### src/rtl/caches_pkg.sv
// Shared types for the cache-side memory arbiter: FSM states and the latched request.
package caches_pkg;

  localparam int WORD_W = 32;

  typedef logic [WORD_W-1:0] word_t;

  typedef enum logic [2:0] {
    IDLE,
    D_ACC,
    I_ACC,
    D_RESP,
    I_RESP
  } arb_state_t;

  typedef enum logic {
    OP_READ,
    OP_WRITE
  } arb_op_t;

  typedef struct packed {
    arb_op_t op;
    word_t   addr;
    word_t   wdata;
  } arb_req_t;

endpackage

### src/rtl/cache_mem_arbiter.sv
// Serialises icache/dcache word requests onto one single-port RAM, with a
// starvation limit on back-to-back dcache grants while the icache waits.
module cache_mem_arbiter
  import caches_pkg::*;
#(
  parameter int ADDR_W     = 32,
  parameter int DATA_W     = 32,
  parameter int STARVE_MAX = 4
) (
  input  logic              CLK,
  input  logic              nRST,
  input  logic              dREN,
  input  logic              dWEN,
  input  logic [ADDR_W-1:0] daddr,
  input  logic [DATA_W-1:0] dstore,
  output logic              dwait,
  output logic [DATA_W-1:0] dload,
  output logic              load_done,
  output logic              store_done,
  input  logic              iREN,
  input  logic [ADDR_W-1:0] iaddr,
  output logic              iwait,
  output logic [DATA_W-1:0] iload,
  output logic              ram_ren,
  output logic              ram_wen,
  output logic [ADDR_W-1:0] ram_addr,
  output logic [DATA_W-1:0] ram_wdata,
  input  logic [DATA_W-1:0] ram_rdata,
  input  logic              ram_ready
);

  localparam int CNT_W = $clog2(STARVE_MAX + 1);

  arb_state_t       state, next_state;
  arb_req_t         req_q;
  word_t            rdata_q;
  logic [CNT_W-1:0] starve_cnt;
  logic             dropped_q;

  logic d_req, grant_d, grant_i, d_ok, i_ok, in_acc;

  // Control state is reset; the latched request and read data are qualified by state.
  always_ff @(posedge CLK or negedge nRST) begin
    if (!nRST) begin
      state      <= IDLE;
      starve_cnt <= '0;
      dropped_q  <= 1'b0;
    end else begin
      state <= next_state;
      if (state == IDLE) begin
        if (!iREN || grant_i)
          starve_cnt <= '0;
        else if (grant_d && starve_cnt != CNT_W'(STARVE_MAX))
          starve_cnt <= starve_cnt + CNT_W'(1);
      end
      // A requester that lets go at any point during the access loses its response.
      if (grant_d || grant_i)
        dropped_q <= 1'b0;
      else if ((state == D_ACC && !d_req) || (state == I_ACC && !iREN))
        dropped_q <= 1'b1;
      if (grant_d) begin
        req_q.op    <= dWEN ? OP_WRITE : OP_READ;
        req_q.addr  <= daddr;
        req_q.wdata <= dstore;
      end else if (grant_i) begin
        req_q.op    <= OP_READ;
        req_q.addr  <= iaddr;
        req_q.wdata <= '0;
      end
      if (in_acc && ram_ready)
        rdata_q <= ram_rdata;
    end
  end

  always_comb begin
    next_state = state;
    ram_ren    = 1'b0;
    ram_wen    = 1'b0;
    ram_addr   = '0;
    ram_wdata  = '0;
    dload      = '0;
    iload      = '0;
    load_done  = 1'b0;
    store_done = 1'b0;

    d_req   = dREN | dWEN;
    grant_d = (state == IDLE) && d_req &&
              !(iREN && starve_cnt == CNT_W'(STARVE_MAX));
    grant_i = (state == IDLE) && iREN && !grant_d;
    in_acc  = (state == D_ACC) || (state == I_ACC);
    d_ok    = (state == D_RESP) && d_req && !dropped_q;
    i_ok    = (state == I_RESP) && iREN && !dropped_q;

    case (state)
      IDLE: begin
        if (grant_d)
          next_state = D_ACC;
        else if (grant_i)
          next_state = I_ACC;
      end
      D_ACC, I_ACC: begin
        ram_ren   = (req_q.op == OP_READ);
        ram_wen   = (req_q.op == OP_WRITE);
        ram_addr  = req_q.addr;
        ram_wdata = req_q.wdata;
        if (ram_ready)
          next_state = (state == D_ACC) ? D_RESP : I_RESP;
      end
      D_RESP: begin
        next_state = IDLE;
        if (d_ok) begin
          load_done  = (req_q.op == OP_READ);
          store_done = (req_q.op == OP_WRITE);
          if (req_q.op == OP_READ)
            dload = rdata_q;
        end
      end
      I_RESP: begin
        next_state = IDLE;
        if (i_ok)
          iload = rdata_q;
      end
      default: next_state = IDLE;
    endcase

    dwait = d_req && !d_ok;
    iwait = iREN && !i_ok;
  end

endmodule

### config.mk
export PLATFORM = sky130hd
export DESIGN_NAME = cache_mem_arbiter
export DESIGN_NICKNAME = d
export VERILOG_FILES = /design/src/rtl/caches_pkg.sv /design/src/rtl/cache_mem_arbiter.sv
export SDC_FILE = /design/constraint.sdc
export NUM_CORES = 1
export LEC_CHECK = 0
export ABC_AREA = 1
export CORE_AREA = 5 5 113 115
export CTS_BUF_LIST = sky130_fd_sc_hd__clkbuf_8
export DETAILED_ROUTE_END_ITERATION = 6
export DIE_AREA = 0 0 118 120
export GPL_ROUTABILITY_DRIVEN = 0
export MAX_ROUTING_LAYER = met4
export PLACE_DENSITY = 0.89
export REMOVE_ABC_BUFFERS = 1
export SLEW_MARGIN = 15
export SYNTH_ARGS = -nofsm -noshare
export SYNTH_HDL_FRONTEND = slang
export SYNTH_SLANG_ARGS = --single-unit
### constraint.sdc
create_clock -name CLK -period 7.6 [get_ports CLK]
set_input_delay 1.52 -clock CLK [delete_from_list [all_inputs] [get_ports CLK]]
set_output_delay 1.52 -clock CLK [all_outputs]
set_load 0.03 [all_outputs]
# --- After elaboration in Yosys (flattened, before gate mapping) ---
# Index checks and enable logic that the tools add are counted.
totals:
  register_bits: 104
  latch_bits: 0
  mem_count: 0
  ramBits: 0
  romBits: 0
classes:
  div_mod_pow: 0
  n_eq_ne: 8
  reduce_logical: 35
  mux: 25
  mul: 0
  add_sub_neg: 1
  order_cmp: 0
  n_bitwise: 2
  shift: 0
op_table:
  columns: ["op", "count"]
  rows:
  - ["$mux W32", 7]
  - ["$mux W65", 2]
  - ["$mux W3", 6]
  - ["$logic_and A1 B1 Y1", 15]
  - ["$mux W1", 9]
  - ["$reduce_and A2 Y1", 4]
  - ["$logic_not A1 Y1", 7]
  - ["$eq A3 B2 Y1 const B", 2]
  - ["$eq A3 B3 Y1 const B", 2]
  - ["$ne A3 B3 Y1 const B", 2]
  - ["$pmux W3 S2", 1]
  - ["$reduce_bool A2 Y1", 3]
  - ["$logic_or A1 B1 Y1", 4]
  - ["$add A3 B1 Y3 const B", 1]
  - ["$eq A3 B1 Y1 const B", 1]
  - ["$logic_not A3 Y1", 1]
  - ["$ne A2 B2 Y1 const B", 1]
  - ["$reduce_or A2 Y1", 1]
  - ["$not A1 Y1", 1]
  - ["$or A1 B1 Y1", 1]

# --- Logic depth before layout (Yosys ltp) ---
depth:
  ltp_word: 9
  mapped_depth: 10

# --- Least setup slack after synthesis ---
# Ideal clock, no wire load.
synth_path:
  path_type: "input-to-reg"
  startpoint: "input port iREN"
  endpoint: "register req_q[0] (netlist bit) (enable)"
  setup_ps: 489
  path_slack_ps: 2261
  path_stages: 8
  required_time_ps: 7111
  arrival_ps: 4850
  n_path_buf: 1
  path_cell_list: "inv_2 -> nor2_2 -> nor2_1 -> nand2_2 -> buf_4 -> o21ai_0 -> inv_1 -> nor2_1"
synth_between:
  elab_chain_cells: 7
  word_cells_on_any_way: 8
  cone_classes: "reduce/logical (8)"
synth_lines:
  columns: ["item", "line_no", "text"]
  rows:
  - ["start, declared", "cache_mem_arbiter.sv:20", "input logic iREN,"]
  - ["$logic_and A1 B1 Y1", "cache_mem_arbiter.sv:88", "!(iREN && starve_cnt == CNT_W'(STARVE_MAX));"]
  - ["$logic_not A1 Y1", "cache_mem_arbiter.sv:88", null]
  - ["$logic_and A1 B1 Y1", "cache_mem_arbiter.sv:87", "grant_d = (state == IDLE) && d_req &&"]
  - ["$logic_not A1 Y1", "cache_mem_arbiter.sv:89", "grant_i = (state == IDLE) && iREN && !grant_d;"]
  - ["$logic_and A1 B1 Y1", "cache_mem_arbiter.sv:89", null]
  - ["$reduce_bool A2 Y1 (no source line) *", null, null]
  - ["$reduce_and A2 Y1 (no source line) *", null, null]
  - ["end, declared", "cache_mem_arbiter.sv:35", "arb_req_t req_q;"]
# Every way passes the cells marked *; elsewhere a longest branch is shown, timed or not.
# A chain may end at the register's enable or synchronous reset.

# --- Worst setup path in the final report ---
layout_path:
  startpoint: "input port iREN"
  endpoint: "output port iload[2]"
layout_between:
  elab_chain_cells: 4
layout_lines:
  columns: ["item", "line_no", "text"]
  rows:
  - ["$logic_and A1 B1 Y1 (2 in a row)", "cache_mem_arbiter.sv:92", "i_ok = (state == I_RESP) && iREN && !dropped_q;"]
  - ["$mux W32", "cache_mem_arbiter.sv:120", "if (i_ok)"]
  - ["$mux W32", "cache_mem_arbiter.sv:94", "case (state)"]
  - ["end, declared", "cache_mem_arbiter.sv:23", "output logic [DATA_W-1:0] iload,"]
# No other way between the ends.

==> results.yml <==
outcome:
  status: "finished clean"
cts:
  cts_repair_resize_count: 0
  clock_latency_ps: 360
  cts_max_path_buffers: 2
  h_tree_levels: 3
  cts_inserted_buffers: 9
  cts.clk_slew.worst_paths_ps: 90
  clkSinkCount: 104
  cts_hold_repair.buffers: 0
  cts.root.buffer_cell: "sky130_fd_sc_hd__clkbuf_8"
  cts_setup_buffers: 0
  cts_tree: "built"
layout:
  diodes: 0
  area_growth_syn_to_layout_pct: 58.9
  multi_input_logic_area_mm2: 0.00126
  final_layout_size_suffix_gt1_frac: 0.0476
  final_nets: 971
  fillers: 858
  final_common_cell: "sky130_fd_sc_hd__clkdlybuf4s50_1"
  commonest_non_fill_non_tap_cells_in_the_layout: "sky130_fd_sc_hd__clkdlybuf4s50_1, sky130_fd_sc_hd__nor2_1, sky130_fd_sc_hd__inv_1"
  final_cell_area_mm2: 0.00800
  regArea_mm2: 0.00309
setup_path:
  critPathKind: "in2out"
  timing.critical_path.cells: "clkdlybuf4s50_1, nand3_2, nor2_1, clkdlybuf4s50_1"
  timing.reg2reg.setup_slack_ps: 5110
  regToRegStartpoint: "starve_cnt[0]"
  timing.reg2reg.worst_path_depth: 10
  crit-reg2reg-capture: "req_q[48]"
  cp_data_arrival_time_ps: 3750
  critical_path_max_stage_delay_ps: 700
  critical_path.top_delay_family: "buffers and inverters"
  path_buf_inv: 2
  critical_path.startpoint: "iREN"
  worstSetupEndpoint: "iload[2]"
  setup.worst_path.start_class: "primary input"
  cp_common_cell: "sky130_fd_sc_hd__clkdlybuf4s50_1"
  critical_path.endpoint_type: "primary output"
  worstSetupPathDepth: 4
  worst_path_max_delay_cell: "sky130_fd_sc_hd__clkdlybuf4s50_1"
  cp_data_required_time_ps: 6080
  critPathMaxFanout: 33
synth:
  yosys.cell_types.count: 24
  synth-seq-cells: 104
  postSynthAreaPerCell_um2: 8.74
  synth_top_cell_area_share: 0.578
  synth_seq_area_share: 0.613
  synth.yosys.warnings: 0
  yosys-top-cells-area: "sky130_fd_sc_hd__edfxtp_1, sky130_fd_sc_hd__nor2_1, sky130_fd_sc_hd__inv_1"
  syn_area_mm2: 0.00504
  syn_inst: 576
  yosys.area.top_type: "sky130_fd_sc_hd__edfxtp_1"
global_routing:
  grt_pass1_vias: 4575
  grt_overflow_total: 0
  grt_first_pass_wirelength_um: 22200
  antenna_found_initial: 0
  groute.usage.overall: 0.205
  maximum_number_of_pins_on_one_net_before_global_route_repair: 68
drt:
  drt_pass1_iterations: 4
  routed_wirelength_um: 14800
  drt_first_iter_violations: 199
  route.detailed.wl_per_inst_um: 15.0
  route.detailed.vias_per_inst: 4.49
  routed-via-count: 4428
  ant_nets: 0
  remaining_drc_errors: 0
flow_run:
  maxCapViolCount: 0
sta:
  finClkSkew_ps: 11.8
  final_max_slew_viol_count: 0
  post-route-min-period_ps: 5270
  finalSetupTns_ps: 0
  fin_worst_hold_slack_ps: 583
  share_of_the_cycle_needed_by_the_critical_path_after_routing: 0.693
  max_slew.worst_pin.slew_ps: 843
  achievable-frequency_mhz: 190
  grt_setup_unrepaired: "no"
  slew_headroom: 0.438
  setup_violations: 0
  final_hold_viol_count: 0
die:
  die_area_mm2: 0.0142
  core_region_area_mm2: 0.0117
  die_x_um: 118
  design.portCount: 268
  die_boundary_height_um: 120
  start_util: 0.430
  core.rowCount: 40
pwr:
  power.density_cell_area_mw_per_mm2: 333
  total_power_mw: 2.66
  leakagePower_nw: 3.59
  vdd.ir_drop.worst_mv: 0.216
place:
  io_buffers: 267
  placed_cell_area_mm2: 0.00778
  dp_hpwl_um: 11400
hold_path:
  worstHoldPathCells: 2
  hold_path.class: "reg2reg"
[power by group]
| group | internal, mW | total [mW] | leakage (nW) | switching [mW] |
|---|---|---|---|---|
| clock | 0.183 | 0.368 | 0.104 | 0.185 |
| sequential | 0.819 | 0.862 | 0.998 | 0.0429 |
| combinational | 0.495 | 1.43 | 2.49 | 0.936 |
[sequential cells by signal, summed over array words and instances, names as in the netlist]
| signal | cells |
|---|---|
| starve_cnt | 3 |
| state | 3 |
| req_q | 65 |
| dropped_q | 1 |
| rdata_q | 32 |
[area by class of cell]
cell class	instances	share of cell area
Tap cell	147	0.0230
Inverter	147	0.0690
Sequential cell	104	0.386
Clock buffer	9	0.0155
Clock inverter	7	0.0109
Timing Repair Buffer	271	0.338
Multi-Input combinational cell	302	0.158
[Yosys cell counts, drive strengths merged]
cell type,number
edfxtp,97
o21ai,4
clkbuf,3
nand4,2
buf,20
o22ai,1
nor3,2
a21oi,1
o211ai,1
ha,2
nand3,6
inv,147
dfrtp,7
nor2,173
nor4,1
xor2,1
nand2,108
[tightest hold or removal path, delay by kind of cell, from the launching register on]
family | cells | cell delay [ps]
flops | 1 | 390
compound gates | 1 | 90
buf+inv | 1 | 70
[how the worst min path moves through the flow]
stage / endpoint / slack, ps / startpoint
global route: starve_cnt[2] / 610 / starve_cnt[2]
CTS: starve_cnt[2] / 590 / starve_cnt[2]
detailed placement: starve_cnt[2] / 570 / starve_cnt[2]
finish: starve_cnt[1] / 580 / starve_cnt[1]
global placement: starve_cnt[2] / 550 / starve_cnt[2]
floorplan: starve_cnt[2] / 520 / starve_cnt[2]
[metrics by stage]
step           setup slack, ps  utilization  instances
2_1_floorplan             1840            -        553
3_3_place_gp              2180        0.665        971
4_1_cts                   1980        0.683        987
5_1_grt                   2150        0.683        987
3_5_place_dp              1970        0.665        971
6_report                  2330        0.683        987
[kinds of logic (layout without fill, tap and decap cells)]
family / count (synthesis) / count (layout) / synth area share
AND/OR/NAND/NOR: 292 / 292 / 0.233
adder cells (fa/ha/maj): 2 / 2 / 0.00497
XOR/XNOR: 1 / 1 / 0.00174
buffers and inverters: 170 / 434 / 0.139
AO/OA/AOI/OAI: 7 / 7 / 0.00770
flip-flops: 104 / 104 / 0.613
[per-layer routing]
layer  share of wire  GRT usage  up-vias
li1                -          -     2202
met1            0.37      0.214     1986
met2            0.51      0.365      219
met3            0.10     0.0660       21
met4           0.021     0.0695        0
met5               0          -        -
No activity file was read; power rests on OpenSTA's default activity.
